File: config.mk
export PLATFORM = sky130hd
export DESIGN_NAME = keypad_code_lock_flat
export DESIGN_NICKNAME = d
export VERILOG_FILES = /design/src/rtl/keypad_code_lock_if.sv /design/src/rtl/keypad_code_lock.sv /design/src/flat_wrapper.sv
export SDC_FILE = /design/constraint.sdc
export NUM_CORES = 1
export LEC_CHECK = 0
export CORE_ASPECT_RATIO = 0.5
export CORE_MARGIN = 2
export CORE_UTILIZATION = 56
export CTS_BUF_LIST = sky130_fd_sc_hd__clkbuf_8
export DETAILED_ROUTE_END_ITERATION = 8
export PLACE_DENSITY = 0.82
export SYNTH_ARGS = -nofsm -noshare
export SYNTH_HDL_FRONTEND = slang
export SYNTH_SLANG_ARGS = --single-unit
export TNS_END_PERCENT = 10
File: constraint.sdc
create_clock -name clk -period 2.95 [get_ports clk]
set_input_delay 0.295 -clock clk [delete_from_list [all_inputs] [get_ports clk]]
set_output_delay 0.295 -clock clk [all_outputs]
set_load 0.005 [all_outputs]
File: src/rtl/keypad_code_lock_if.sv
// ============================================================================
// Module   : keypad_code_lock_if
// Purpose  : Key-strobe, code-table and lock-status bundle for keypad_code_lock.
// Revision : 1.0 - initial release
// ============================================================================
`default_nettype none

interface keypad_code_lock_if #(
  parameter int CODE_LEN  = 4,
  parameter int NUM_CODES = 3
);
  localparam int MW  = (NUM_CODES > 1) ? $clog2(NUM_CODES) : 1;
  localparam int DCW = $clog2(CODE_LEN + 1);

  logic                            key_valid;
  logic [3:0]                      key_code;
  logic [NUM_CODES*CODE_LEN*4-1:0] codes;
  logic                            enabled;
  logic [MW-1:0]                   mode;
  logic                            match_pulse;
  logic                            fail_pulse;
  logic                            locked;
  logic [DCW-1:0]                  digit_count;

  modport master (
    output key_valid, key_code, codes,
    input  enabled, mode, match_pulse, fail_pulse, locked, digit_count
  );

  modport slave (
    input  key_valid, key_code, codes,
    output enabled, mode, match_pulse, fail_pulse, locked, digit_count
  );
endinterface

`default_nettype wire

File: src/rtl/keypad_code_lock.sv
// ============================================================================
// Module   : keypad_code_lock
// Purpose  : Collects fixed-length key entries, matches them against a code
//            table to set enable mode, with fail lockout and digit timeout.
// Revision : 1.0 - initial release
// ============================================================================
`default_nettype none

module keypad_code_lock #(
  parameter int         CODE_LEN       = 4,
  parameter int         NUM_CODES      = 3,
  parameter int         MAX_FAILS      = 3,
  parameter int         LOCKOUT_CYCLES = 2**20,
  parameter int         DIGIT_TIMEOUT  = 2**18,
  parameter logic [3:0] CLEAR_KEY      = 4'hA,
  parameter int         MW             = $clog2(NUM_CODES)
) (
  input  logic               clk,
  input  logic               reset,
  keypad_code_lock_if.slave  bus
);

  localparam int DCW = $clog2(CODE_LEN + 1);
  localparam int FCW = (MAX_FAILS > 1) ? $clog2(MAX_FAILS + 1) : 1;
  localparam int TW  = (DIGIT_TIMEOUT > 1) ? $clog2(DIGIT_TIMEOUT) : 1;
  localparam int LW  = (LOCKOUT_CYCLES > 1) ? $clog2(LOCKOUT_CYCLES) : 1;

  localparam logic [DCW-1:0] c_last_digit   = DCW'(CODE_LEN - 1);
  localparam logic [FCW-1:0] c_last_fail    = FCW'(MAX_FAILS - 1);
  localparam logic [TW-1:0]  c_timeout_last = TW'(DIGIT_TIMEOUT - 1);
  localparam logic [LW-1:0]  c_lock_last    = LW'(LOCKOUT_CYCLES - 1);

  typedef enum logic [1:0] {
    S_IDLE    = 2'd0,
    S_ENTRY   = 2'd1,
    S_EVAL    = 2'd2,
    S_LOCKOUT = 2'd3
  } state_t;

  state_t                  r_state;
  logic [CODE_LEN*4-1:0]   r_buf;
  logic [DCW-1:0]          r_digit_count;
  logic [MW-1:0]           r_mode;
  logic                    r_enabled;
  logic                    r_match_pulse;
  logic                    r_fail_pulse;
  logic                    r_locked;
  logic [FCW-1:0]          r_fail_cnt;
  logic [TW-1:0]           r_idle_timer;
  logic [LW-1:0]           r_lock_timer;

  logic                    w_digit_key;
  logic                    w_clear_key;
  logic                    w_timeout;
  logic [DCW-1:0]          w_pos;
  logic                    w_match;
  logic [MW-1:0]           w_match_idx;

  assign w_digit_key = bus.key_valid && (bus.key_code != CLEAR_KEY);
  assign w_clear_key = bus.key_valid && (bus.key_code == CLEAR_KEY);
  assign w_timeout   = (r_state == S_ENTRY) && (r_idle_timer == c_timeout_last);

  // A key arriving on the expiry cycle starts a fresh entry at position 0
  always_comb begin
    w_pos = r_digit_count;
    if (w_timeout) begin
      w_pos = '0;
    end
  end

  // Descending scan so the lowest matching index is the one left standing
  always_comb begin
    w_match     = 1'b0;
    w_match_idx = '0;
    for (int k = NUM_CODES - 1; k >= 0; k--) begin
      if (r_buf == bus.codes[k*CODE_LEN*4 +: CODE_LEN*4]) begin
        w_match     = 1'b1;
        w_match_idx = MW'(k);
      end
    end
  end

  always_ff @(posedge clk or negedge reset) begin
    if (!reset) begin
      r_state       <= S_IDLE;
      r_buf         <= '0;
      r_digit_count <= '0;
      r_mode        <= '0;
      r_enabled     <= 1'b0;
      r_match_pulse <= 1'b0;
      r_fail_pulse  <= 1'b0;
      r_locked      <= 1'b0;
      r_fail_cnt    <= '0;
      r_idle_timer  <= '0;
      r_lock_timer  <= '0;
    end else begin
      r_match_pulse <= 1'b0;
      r_fail_pulse  <= 1'b0;
      case (r_state)
        S_IDLE, S_ENTRY: begin
          if (w_clear_key) begin
            r_digit_count <= '0;
            r_idle_timer  <= '0;
            r_state       <= S_IDLE;
          end else if (w_digit_key) begin
            for (int d = 0; d < CODE_LEN; d++) begin
              if (w_pos == DCW'(d)) begin
                r_buf[d*4 +: 4] <= bus.key_code;
              end
            end
            r_digit_count <= w_pos + 1'b1;
            r_idle_timer  <= '0;
            r_state       <= (w_pos == c_last_digit) ? S_EVAL : S_ENTRY;
          end else if (w_timeout) begin
            r_digit_count <= '0;
            r_idle_timer  <= '0;
            r_state       <= S_IDLE;
          end else if (r_state == S_ENTRY) begin
            r_idle_timer <= r_idle_timer + 1'b1;
          end
        end

        S_EVAL: begin
          r_digit_count <= '0;
          r_idle_timer  <= '0;
          r_state       <= S_IDLE;
          if (w_match) begin
            r_match_pulse <= 1'b1;
            r_fail_cnt    <= '0;
            if ((r_mode == '0) && (w_match_idx != '0)) begin
              r_mode    <= w_match_idx;
              r_enabled <= 1'b1;
            end else if ((r_mode != '0) && (w_match_idx == '0)) begin
              r_mode    <= '0;
              r_enabled <= 1'b0;
            end
          end else begin
            r_fail_pulse <= 1'b1;
            if (r_fail_cnt == c_last_fail) begin
              r_fail_cnt   <= '0;
              r_locked     <= 1'b1;
              r_lock_timer <= '0;
              r_state      <= S_LOCKOUT;
            end else begin
              r_fail_cnt <= r_fail_cnt + 1'b1;
            end
          end
        end

        S_LOCKOUT: begin
          if (r_lock_timer == c_lock_last) begin
            r_locked <= 1'b0;
            r_state  <= S_IDLE;
          end else begin
            r_lock_timer <= r_lock_timer + 1'b1;
          end
        end

        default: begin
          r_state <= S_IDLE;
        end
      endcase
    end
  end

  assign bus.enabled     = r_enabled;
  assign bus.mode        = r_mode;
  assign bus.match_pulse = r_match_pulse;
  assign bus.fail_pulse  = r_fail_pulse;
  assign bus.locked      = r_locked;
  assign bus.digit_count = r_digit_count;

endmodule

`default_nettype wire

File: src/flat_wrapper.sv
// flat-port wrapper written by rule: the top's interface ports become plain ports
module keypad_code_lock_flat 
#(
  parameter int         CODE_LEN       = 4,
  parameter int         NUM_CODES      = 3,
  parameter int         MAX_FAILS      = 3,
  parameter int         LOCKOUT_CYCLES = 2**20,
  parameter int         DIGIT_TIMEOUT  = 2**18,
  parameter logic [3:0] CLEAR_KEY      = 4'hA,
  parameter int         MW             = $clog2(NUM_CODES)
)
  (clk, reset, bus_key_valid, bus_key_code, bus_codes, bus_enabled, bus_mode, bus_match_pulse, bus_fail_pulse, bus_locked, bus_digit_count);
  keypad_code_lock_if #(.CODE_LEN(CODE_LEN), .NUM_CODES(NUM_CODES)) bus_i ();
  input  logic clk;
  input  logic reset;
  input wire logic [$bits(bus_i.key_valid)-1:0] bus_key_valid;
  input wire logic [$bits(bus_i.key_code)-1:0] bus_key_code;
  input wire logic [$bits(bus_i.codes)-1:0] bus_codes;
  output wire logic [$bits(bus_i.enabled)-1:0] bus_enabled;
  output wire logic [$bits(bus_i.mode)-1:0] bus_mode;
  output wire logic [$bits(bus_i.match_pulse)-1:0] bus_match_pulse;
  output wire logic [$bits(bus_i.fail_pulse)-1:0] bus_fail_pulse;
  output wire logic [$bits(bus_i.locked)-1:0] bus_locked;
  output wire logic [$bits(bus_i.digit_count)-1:0] bus_digit_count;
  assign bus_i.key_valid = bus_key_valid;
  assign bus_i.key_code = bus_key_code;
  assign bus_i.codes = bus_codes;
  assign bus_enabled = bus_i.enabled;
  assign bus_mode = bus_i.mode;
  assign bus_match_pulse = bus_i.match_pulse;
  assign bus_fail_pulse = bus_i.fail_pulse;
  assign bus_locked = bus_i.locked;
  assign bus_digit_count = bus_i.digit_count;
  keypad_code_lock #(.CODE_LEN(CODE_LEN), .NUM_CODES(NUM_CODES), .MAX_FAILS(MAX_FAILS), .LOCKOUT_CYCLES(LOCKOUT_CYCLES), .DIGIT_TIMEOUT(DIGIT_TIMEOUT), .CLEAR_KEY(CLEAR_KEY), .MW(MW)) u_core (.clk(clk), .reset(reset), .bus(bus_i));
endmodule
* Yosys cells after proc, flatten, opt, wreduce, memory -nomap -nowiden
Cells that the tools add are included.
Word-level totals: register bits after elaboration 67
Operators by class: mux-type cells 41, eq/ne operators 20, reduce and logical (&&, ||, !) cells 24, add/sub/neg operators 4, bitwise logic cells 1
Operators with widths (number):
- $mux 18 | 4
- $mux 20 | 3
- $eq 16x16->1 | 3
- $pmux 20 s2 | 1
- $pmux 18 s2 | 1
- $mux 2 | 14
- $reduce_and 4->1 | 6
- $add 20x1->20 const B | 1
- $eq 20x20->1 const B | 1
- $add 18x1->18 const B | 1
- $eq 18x18->1 const B | 1
- $mux 1 | 12
- $reduce_bool 2->1 | 5
- $mux 3 | 3
- $eq 2x2->1 const B | 3
- $eq 3x2->1 const B | 2
- $logic_not 2->1 | 3
- $pmux 2 s3 | 1
- $pmux 3 s2 | 1
- $logic_and 1x1->1 | 5
- $ne 5x1->1 const B | 1
- $eq 4x4->1 const B | 1
- $ne 2x1->1 const B | 2
- $ne 2x2->1 const B | 2
- 12 further kinds | 13

* Depth between registers and ports, before layout
Gate-level depths: netlist of run 1.
depth in word-level cells 8, gate-level depth with buffers 9, gate-level depth less buffers 9

* Worst setup path before layout of run 1
Ideal clock, no wire load.
kind register to register, from register u_core.r_idle_timer[0], to register u_core.r_buf[12], required time 2.825 ns, cell stages (with the launch flop) 9, slack 0.557 ns, path buffers 0, arrival time 2.268 ns, cells stage by stage dfrtp_1 ha_1 and3_1 nand4_4 or4_4 and3_1 ha_1 nand2_1 mux2_2
Between the ends: word-level cells in the longest chain between the ends 5
RTL lines:
- from (decl) | RTL line keypad_code_lock.sv:49 | logic [TW-1:0] r_idle_timer;
- from (signal assigned) | RTL line keypad_code_lock.sv:119 | r_idle_timer <= r_idle_timer + 1'b1;
- $eq 18x18->1 | RTL line keypad_code_lock.sv:61 | assign w_timeout = (r_state == S_ENTRY) && (r_idle_timer == c_timeout_last);
- $logic_and 1x1->1 | RTL line keypad_code_lock.sv:61
- $mux 3
- $eq 3x2->1 | RTL line keypad_code_lock.sv:107 | if (w_pos == DCW'(d)) begin
- $reduce_and 4->1 (no source line)
- to (signal, indexed assignment) | RTL line keypad_code_lock.sv:108 | r_buf[d*4 +: 4] <= bus.key_code;
- to (decl) | RTL line keypad_code_lock.sv:41 | logic [CODE_LEN*4-1:0] r_buf;
No other way between the ends. A chain may end at the register's enable or synchronous reset.

* Worst setup path in the final report of run 1
from register u_core.r_idle_timer[1], to register u_core.r_buf[15]
Same word-level chain as after synthesis.

==> reports/metrics.yaml, run 1 <==
yosys_register_bits: 67
cts_setup_buffers: 0
vias: 3386
final_cell_mix: "dfrtp_1 (67), xor2_1 (63), clkdlybuf4s50_1 (62), nand2_1 (37), nor2_1 (32)"
dieWidth_um: 123
path_class: "reg2reg"
antenna_found_initial: 0
synth-async-reset-ratio_pct: 100
met3_length_um: 808
cts.clk_slew.worst_paths_ns: 0.07
critPathMaxStageDelay_ns: 0.48
synth_ff_type: "dfrtp_1"
worst-path-buf-inv: 0
gr-total-overflow: 0
drtPass1Iterations: 5
postCtsResizedCells: 0
hold_viol: 0
drt_wl_total_mm: 9.58
powerDensity_nw_per_um2: 761
layout_commonest_cell: "dfrtp_1"
path_max_fanout: 5
ctsHoldBuffers: 0
h-tree-depth: 3
met1_length_mm: 4.21
dieArea_um2: 7810
ant_nets: 0
root_buffer: "clkbuf_8"
route.met2.wl_mm: 4.40
setup_viol: 0
synth_area_um2: 3960
cpMaxStageDelayCell: "or4_4"
cts_buffers: 9
grt_pass1_vias: 3232
insertion_delay_ns: 0.34
antenna_cells: 0
num-nets-final: 537
grt_max_degree: 49
wire_per_inst_um: 16.7
highest_layer: "met4"
critPathTopFamily: "simple AND/OR/NAND/NOR gates"
syn_inst: 402
synth_edf_count: 0
clock_sinks: 67
max_cap_viol_count: 0
start_util_pct: 58.7
die_h_um: 63.5
period_minus_slack_ns: 2.62
drcViolationCount: 0
ir_drop_v: 0.000376
ys_seq_area_share_pct: 42.3
drt-initial-drc-count: 261
worst_pin_slew_ns: 1.05
grt_pass1_wl_mm: 15.3
core_um2: 6750
yosys_warnings: 0
rows: 21
ctsLongestPathBuffers: 2
viasPerCell: 5.89
timing.final.crit_share_pct: 88.8
fin_hold_ws_ns: 0.131
syn_nets: 461
io_pins: 64
drive_gt1_share_pct: 12.8
syn_to_final_growth_pct: 25.2
slew_violations: 0
gr-usage-all-layers_pct: 25.6
cp-start-kind: "register"
fmax_ghz: 0.382
status: "completed"
crit_required_ns: 3.18
fin_setup_tns_ns: 0
rsz0062_at_grt: "false"
cp_cell_sequence: "ha_1 > and3_1 > nand4_4 > or4_4 > and3_1 > ha_1 > nand2_1 > mux2_2"
dp.final_hpwl_mm: 6.96
cts_tree: "yes"
slew_headroom_pct: 29.7
yosysUniqueCellTypes: 55
end_kind: "register"
arrival_ns: 2.85
syn_avg_cell_area_um2: 9.86
hold_path_class: "in2async"
finClkSkew_ns: 0.00653
p_leak_nw: 2.07
io_buffers: 63
gp_congestion: 0.859
-- power breakdown --
group	switching (mW)	internal, mW
logic	0.653	0.654
registers	0.392	1.21
clock network	0.341	0.517
-- synthesized netlist by cell type (all sizes together), types with 5 or more instances --
cell type | count | share of area [%]
inv | 6 | 0.57
nand4 | 15 | 2.7
a21oi | 11 | 1.4
nand2 | 38 | 3.8
and4 | 5 | 1.2
nor2 | 37 | 3.8
nand3 | 22 | 2.8
nor4 | 15 | 3.3
xor2 | 63 | 14
and3 | 7 | 1.2
and2 | 5 | 0.79
mux2 | 21 | 6.3
dfrtp | 67 | 42
buf | 5 | 0.95
nor3 | 9 | 1.4
o21ai | 25 | 3.2
-- through the flow --
stage	cells	utilization (%)	power [mW]	worst slack [ns]	instance area (µm²)
6_report	575	73.5	3.77	0.329	4960
5_1_grt	575	73.5	4.02	0.222	4960
4_1_cts	575	73.5	3.79	0.348	4960
3_5_place_dp	559	70.1	2.91	0.219	4730
3_3_place_gp	559	70.1	2.86	0.259	4730
2_1_floorplan	402	-	2.44	0.557	3960
-- cells by family (layout without fill, tap and decap cells) --
logic type,after synthesis,in the layout,share of synthesized area (%)
muxes,21,21,6.35
buffers and inverters,15,96,1.89
xor gates and xnor gates,64,64,14.1
AOI/OAI and AO/OA,55,55,8.59
adders and majority gates,4,4,1.26
DFF,67,67,42.3
and+or+nand+nor,176,176,25.5
-- final timing paths --
kind	startpoint	endpoint	slack, ns	cells past startpoint
setup / recovery	u_core.r_idle_timer[1]	u_core.r_buf[15]	0.33	8
max in group asynchronous	reset	u_core.r_lock_timer[14]	2.03	2
min in group clk	u_core.bus.locked	u_core.bus.locked	0.48	2
hold / removal	reset	u_core.r_idle_timer[0]	0.13	1
hold reg to reg	u_core.bus.locked	u_core.bus.locked	0.48	2
setup reg to reg	u_core.r_idle_timer[1]	u_core.r_buf[15]	0.33	8
-- registers in the layout, summed over array words and instances, names as in the netlist --
signal,cells
u_core.bus.digit_count,3
u_core.bus.enabled,1
u_core.bus.fail_pulse,1
u_core.bus.locked,1
u_core.bus.match_pulse,1
u_core.bus.mode,2
u_core.r_buf,16
u_core.r_fail_cnt,2
u_core.r_idle_timer,18
u_core.r_lock_timer,20
u_core.r_state,2
-- routing by layer --
metal  up-vias  track usage, %
met5         -               0
met4         0            8.33
met3        19            7.97
met2       130            41.3
met1      1640            32.8
li1       1597               -
-- layout make-up --
| class | count | area, µm² |
|---|---|---|
| clock buffers | 11 | 151 |
| clock inverters | 5 | 76.3 |
| fillers | 486 | 1790 |
| inverters | 6 | 22.5 |
| multi-input cells | 320 | 2210 |
| flip-flops and latches | 67 | 1680 |
| well taps | 92 | 115 |
| repair buffers | 74 | 708 |
No activity file was read; power rests on OpenSTA's default activity.
==> run 2: changes to the inputs <==
--- a/config.mk
+++ b/config.mk
@@ -7,5 +7,5 @@
 export LEC_CHECK = 0
 export CORE_ASPECT_RATIO = 0.5
-export CORE_MARGIN = 2
+export CORE_MARGIN = 5
 export CORE_UTILIZATION = 56
 export CTS_BUF_LIST = sky130_fd_sc_hd__clkbuf_8
==> constraint.sdc (replaced) <==
create_clock -name clk -period 2.95 [get_ports clk]
set_input_delay 0.4425 -clock clk [delete_from_list [all_inputs] [get_ports clk]]
set_output_delay 0.4425 -clock clk [all_outputs]
set_load 0.005 [all_outputs]
==> reports/metrics.yaml, run 2 (synthesis results as in run 1) <==
status: "completed"  # unchanged
io_pins: 64  # unchanged
worst_pin_slew_ns: 0.832  # was 1.05 ns
num-nets-final: 538  # was 537
syn_to_final_growth_pct: 24.7  # was 25.2%
grtUsageMet1_pct: 31.0  # was 32.8%
slew_headroom_pct: 44.0  # was 29.7%
hold_viol: 0  # unchanged
gr-total-overflow: 0  # unchanged
cp_cell_sequence: "ha_1 > and3_1 > nand4_4 > or4_4 > and3_1 > ha_1 > nand2_1 > mux2_2"  # unchanged
end_kind: "register"  # unchanged
critPathTopFamily: "simple AND/OR/NAND/NOR gates"  # unchanged
ant_nets: 0  # unchanged
critPathMaxStageDelay_ns: 0.50  # was 0.48 ns
grt_pass1_vias: 3372  # was 3232
cts_setup_buffers: 0  # unchanged
io_buffers: 63  # unchanged
ctsLongestPathBuffers: 2  # unchanged
root_buffer: "clkbuf_8"  # unchanged
cts_buffers: 9  # unchanged
regMostFlops: "u_core.r_lock_timer"  # unchanged
start_util_pct: 58.5  # was 58.7%
top_regs: "u_core.r_lock_timer: 20 flops, u_core.r_idle_timer: 18 flops, u_core.r_buf: 16 flops"  # unchanged
rows: 21  # unchanged
antenna_found_initial: 0  # unchanged
p_leak_nw: 2.06  # was 2.07 nW
use_met3_pct: 6.08  # was 7.97%
dieArea_um2: 8960  # was 7810 µm²
rsz0062_at_grt: "false"  # unchanged
fmax_ghz: 0.368  # was 0.382 GHz
layout_commonest_cell: "dfrtp_1"  # unchanged
wire_per_inst_um: 17.1  # was 16.7 µm
path_max_fanout: 7  # was 5
timing.final.crit_share_pct: 92.1  # was 88.8%
arrival_ns: 2.94  # was 2.85 ns
die_h_um: 69.5  # was 63.5 µm
nFillCells: 500  # was 486
drt-initial-drc-count: 205  # was 261
worst-path-buf-inv: 0  # unchanged
slew_violations: 0  # unchanged
fin_setup_tns_ns: 0  # unchanged
final_cell_mix: "dfrtp_1 (67), xor2_1 (63), clkdlybuf4s50_1 (62), nand2_1 (37), nor2_1 (32)"  # unchanged
powerDensity_nw_per_um2: 748  # was 761 nW/µm²
dp.final_hpwl_mm: 7.35  # was 6.96 mm
use_met2_pct: 36.7  # was 41.3%
clock_sinks: 67  # unchanged
drtPass1Iterations: 4  # was 5
gp_congestion: 0.819  # was 0.859
dieWidth_um: 129  # was 123 µm
drive_gt1_share_pct: 13.0  # was 12.8%
crit_required_ns: 3.18  # about the same
cpMaxStageDelayCell: "or4_4"  # unchanged
ir_drop_v: 0.000335  # was 0.000376 V
power_mw: 3.69  # was 3.77 mW
h-tree-depth: 3  # unchanged
cp-start-kind: "register"  # unchanged
finClkSkew_ns: 0.0104  # was 0.00653 ns
grt_pass1_wl_mm: 16.5  # was 15.3 mm
path_class: "reg2reg"  # unchanged
insertion_delay_ns: 0.35  # was 0.34 ns
setup_viol: 0  # unchanged
grt_max_degree: 31  # was 49
cts_tree: "yes"  # unchanged
preCtsSetupSlack_ns: 0.000201  # was 0.219 ns
max_cap_viol_count: 0  # unchanged
vias: 3345  # was 3386
antenna_cells: 0  # unchanged
core_um2: 6780  # was 6750 µm²
viasPerCell: 5.82  # was 5.89
ctsHoldBuffers: 0  # unchanged
top_usage_layer: "met2"  # unchanged
cts.clk_slew.worst_paths_ns: 0.08  # was 0.07 ns
setup_ws_ns: 0.233  # was 0.329 ns
period_minus_slack_ns: 2.72  # was 2.62 ns
largest_reg_flops: 20  # unchanged
postCtsResizedCells: 0  # unchanged
gr-usage-all-layers_pct: 22.9  # was 25.6%
drt_wl_total_mm: 9.86  # was 9.58 mm
hold_path_class: "in2async"  # unchanged
drcViolationCount: 0  # unchanged
-- run 2: cell count changes in the layout (fill, tap and decap cells not counted) --
cell / before / now
bufinv_16: 2 / 1
clkinvlp_4: 1 / 2
buf_4: 11 / 12
inv_1: 7 / 6
-- run 2: final cells by class --
| cell class | instances | area [µm²] | area share, % |
|---|---|---|---|
| Multi-Input combinational cell | 320 | 2210 | 44.7 |
| Clock buffer | 11 | 151 | 3.06 |
| Inverter | 6 | 22.5 | 0.456 |
| Clock inverter | 4 | 50.0 | 1.01 |
| Timing Repair Buffer | 75 | 716 | 14.5 |
| Tap cell | 92 | 115 | 2.33 |
| Sequential cell | 67 | 1680 | 33.9 |
-- run 2: worst paths after layout --
| kind | startpoint | endpoint | slack [ns] | cells after the start |
|---|---|---|---|---|
| min in group clk | u_core.bus.locked | u_core.bus.locked | 0.50 | 2 |
| min reg2reg | u_core.bus.locked | u_core.bus.locked | 0.50 | 2 |
| max reg2reg | u_core.r_idle_timer[1] | u_core.r_buf[14] | 0.23 | 8 |
| max in group asynchronous | reset | u_core.r_buf[9] | 2.05 | 2 |
| max | u_core.r_idle_timer[1] | u_core.r_buf[14] | 0.23 | 8 |
| min | reset | u_core.r_idle_timer[2] | 0.13 | 1 |
-- run 2: stage by stage --
stage	util [%]	instances	hold WS, ns	area (µm²)
CTS	72.9	575	0.148	4940
floorplan	-	402	0.147	3960
global placement	69.9	560	0.477	4740
finish	72.9	575	0.127	4940
global route	72.9	575	0.190	4940
detailed placement	69.9	560	0.479	4740
-- run 2: metal layers --
layer	share of wire [%]	wire [µm]	vias up
met2	46	4490	120
met5	0	0	-
met3	6.7	662	13
met4	1.3	126	0
li1	-	-	1604
met1	46	4580	1608
-- run 2: power by group --
group	internal (mW)	total [mW]	switching, mW	leakage (nW)
registers	1.21	1.61	0.400	0.845
logic	0.660	1.31	0.650	1.11
clock network	0.430	0.771	0.341	0.0974
==> run 3: changes to the inputs <==
ABC_AREA = 1   (was default)
CORE_UTILIZATION = 57   (was 56)
clock period = 2.8 ns   (was 2.95 ns; I/O delays follow)
==> reports/metrics.yaml, run 3 <==
drtPass1Iterations: 5  # was 4
status: "completed"  # unchanged
drt_wl_total_mm: 10.9  # was 9.86 mm
fmax_ghz: 0.424  # was 0.368 GHz
slew_headroom_pct: 43.9  # was 44.0%
vias: 4431  # was 3345
top_regs: "u_core.r_lock_timer: 20 flops, u_core.r_idle_timer: 18 flops, u_core.r_buf: 16 flops"  # unchanged
dpl_cell_area_um2: 5370  # was 4740 µm²
synth_ff_type: "dfrtp_1"  # unchanged
antenna_cells: 0  # unchanged
setup_ws_ns: 0.442  # was 0.233 ns
path_max_fanout: 9  # was 7
gr-usage-all-layers_pct: 22.5  # was 22.9%
finClkSkew_ns: 0.0109  # was 0.0104 ns
arrival_ns: 2.63  # was 2.94 ns
start_util_pct: 58.0  # was 58.5%
cpMaxStageDelayCell: "dfrtp_1"  # was or4_4
worst_pin_slew_ns: 0.842  # was 0.832 ns
root_buffer: "clkbuf_8"  # unchanged
insertion_delay_ns: 0.36  # was 0.35 ns
grt_pass1_vias: 4058  # was 3372
gp_congestion: 0.873  # was 0.819
final-instance-count-excl-fill: 875  # was 575
ys_seq_area_share_pct: 36.4  # was 42.3%
layout_commonest_cell: "nand2_1"  # was dfrtp_1
yosys-top-cells-area: "dfrtp_1 (36%), nand2_1 (21%), inv_1 (7.9%)"  # was dfrtp_1 (42%), xor2_1 (14%), mux2_2 (4.0%)
drcViolationCount: 0  # unchanged
period_minus_slack_ns: 2.36  # was 2.72 ns
yosysTopAreaCell: "dfrtp_1"  # unchanged
p_leak_nw: 2.88  # was 2.06 nW
slew_violations: 0  # unchanged
cts.clk_slew.worst_paths_ns: 0.07  # was 0.08 ns
die_h_um: 73.6  # was 69.5 µm
hold_path_class: "in2async"  # unchanged
timing.final.crit_share_pct: 84.2  # was 92.1%
setup_viol: 0  # unchanged
syn_avg_cell_area_um2: 6.72  # was 9.86 µm²
viasPerCell: 5.06  # was 5.82
path_class: "reg2reg"  # unchanged
gr-total-overflow: 0  # unchanged
synth.top_cell.area_share_pct: 36.4  # was 42.3%
fin_setup_tns_ns: 0  # unchanged
ir_drop_v: 0.000503  # was 0.000335 V
powerDensity_nw_per_um2: 687  # was 748 nW/µm²
cts_buffers: 9  # unchanged
max_cap_viol_count: 0  # unchanged
fin_hold_ws_ns: 0.235  # was 0.127 ns
finish.utilization_pct: 69.7  # was 72.9%
dp.final_hpwl_mm: 8.24  # was 7.35 mm
synth_area_um2: 4610  # was 3960 µm²
synth-async-reset-ratio_pct: 100  # unchanged
syn_to_final_growth_pct: 20.1  # was 24.7%
hold_viol: 0  # unchanged
critPathTopFamily: "simple AND/OR/NAND/NOR gates"  # unchanged
cts_setup_buffers: 0  # unchanged
power_mw: 3.80  # was 3.69 mW
yosysUniqueCellTypes: 44  # was 55
crit_required_ns: 3.07  # was 3.18 ns
rows: 23  # was 21
final_cell_mix: "nand2_1 (258), inv_1 (99), nor2_1 (70), dfrtp_1 (67), clkdlybuf4s50_1 (62)"  # was dfrtp_1 (67), xor2_1 (63), clkdlybuf4s50_1 (62), nand2_1 (37), nor2_1 (32)
ctsLongestPathBuffers: 2  # unchanged
postCtsResizedCells: 0  # unchanged
dieWidth_um: 137  # was 129 µm
syn_inst: 686  # was 402
regMostFlops: "u_core.r_lock_timer"  # unchanged
grt_pass1_wl_mm: 17.9  # was 16.5 mm
syn_nets: 745  # was 461
end_kind: "register"  # unchanged
cp-start-kind: "register"  # unchanged
preCtsSetupSlack_ns: 0.289  # was 0.000201 ns
grt_max_degree: 68  # was 31
critPathMaxStageDelay_ns: 0.40  # was 0.50 ns
cp_cell_sequence: "ha_1 > nand3_1 > nor2_4 > nand2_2 > nor3_4 > nand3_4 > nand2_4 > nor2_1 > ha_1 > nand2_1 > nand2_1 > o21ai_0"  # was ha_1 > and3_1 > nand4_4 > or4_4 > and3_1 > ha_1 > nand2_1 > mux2_2
drive_gt1_share_pct: 8.65  # was 13.0%
h-tree-depth: 3  # unchanged
num-nets-final: 818  # was 538
core_um2: 7940  # was 6780 µm²
synthTopCellsByCount: "nand2_1 (258), inv_1 (97), nor2_1 (70)"  # was dfrtp_1 (67), xor2_1 (63), nand2_1 (37)
cts_tree: "yes"  # unchanged
wire_per_inst_um: 12.4  # was 17.1 µm
antenna_found_initial: 0  # unchanged
design_area_um2: 5530  # was 4940 µm²
yosys_warnings: 0  # unchanged
drt-initial-drc-count: 184  # was 205
dieArea_um2: 10100  # was 8960 µm²
clock_sinks: 67  # unchanged
yosys_register_bits: 67  # unchanged
io_pins: 64  # unchanged
synth_most_common_cell: "nand2_1"  # was dfrtp_1
ant_nets: 0  # unchanged
synth_edf_count: 0  # unchanged
worst-path-buf-inv: 0  # unchanged
ctsHoldBuffers: 0  # unchanged
largest_reg_flops: 20  # unchanged
post-place-cells: 860  # was 560
io_buffers: 63  # unchanged
rsz0062_at_grt: "false"  # unchanged
run 3: cell count changes after synthesis, sizes merged, moves of 16 or more:
cell | before | now
mux2 | 21 | 0
nand3 | 22 | 38
nand2 | 38 | 268
nor2 | 37 | 79
inv | 6 | 109
xor2 | 63 | 21
run 3: metal layers:
metal  GRT usage (%)  share of wire [%]
met5               0                  0
met4            7.74                1.4
met3            5.06                5.5
met2            38.8                 47
met1            28.4                 46
run 3: final timing paths:
path	startpoint	to	slack (ns)	cells past startpoint
setup / recovery	u_core.r_idle_timer[0]	u_core.r_buf[12]	0.44	12
hold / removal	reset	u_core.r_lock_timer[18]	0.23	2
hold reg to reg	u_core.bus.locked	u_core.bus.locked	0.48	2
setup reg to reg	u_core.r_idle_timer[0]	u_core.r_buf[12]	0.44	12
min in group clk	u_core.bus.locked	u_core.bus.locked	0.48	2
max in group asynchronous	reset	u_core.r_idle_timer[11]	2.00	2
run 3: logic make-up (layout without fill, tap and decap cells):
logic type	count (synthesis)	after routing	synth area share, %
xor+xnor	24	24	4.56
compound gates	58	58	7.66
buf+inv	112	189	9.29
fa+ha+maj	4	4	1.09
simple gates	421	421	41.0
flops	67	67	36.4
run 3: worst reg2reg max path, stage by stage (launching register included):
cell	delay (ns)
dfrtp_1	0.40
ha_1	0.18
nand3_1	0.16
nor2_4	0.16
nand2_2	0.10
nor3_4	0.21
nand3_4	0.21
nand2_4	0.15
nor2_1	0.06
ha_1	0.20
nand2_1	0.27
nand2_1	0.10
o21ai_0	0.08
run 3: layout make-up:
cell class | instances | area (µm²)
clock buffers | 10 | 138
clock inverters | 5 | 22.5
fillers | 705 | 2410
inverters | 109 | 412
multi-input cells | 507 | 2500
flip-flops and latches | 67 | 1680
well taps | 112 | 140
repair buffers | 65 | 641
run 3: where the power goes:
part / internal [mW] / switching [mW] / total [mW]
Sequential: 1.24 / 0.346 / 1.59
Combinational: 0.600 / 0.928 / 1.53
Clock: 0.329 / 0.356 / 0.685
Total: 2.17 / 1.63 / 3.80
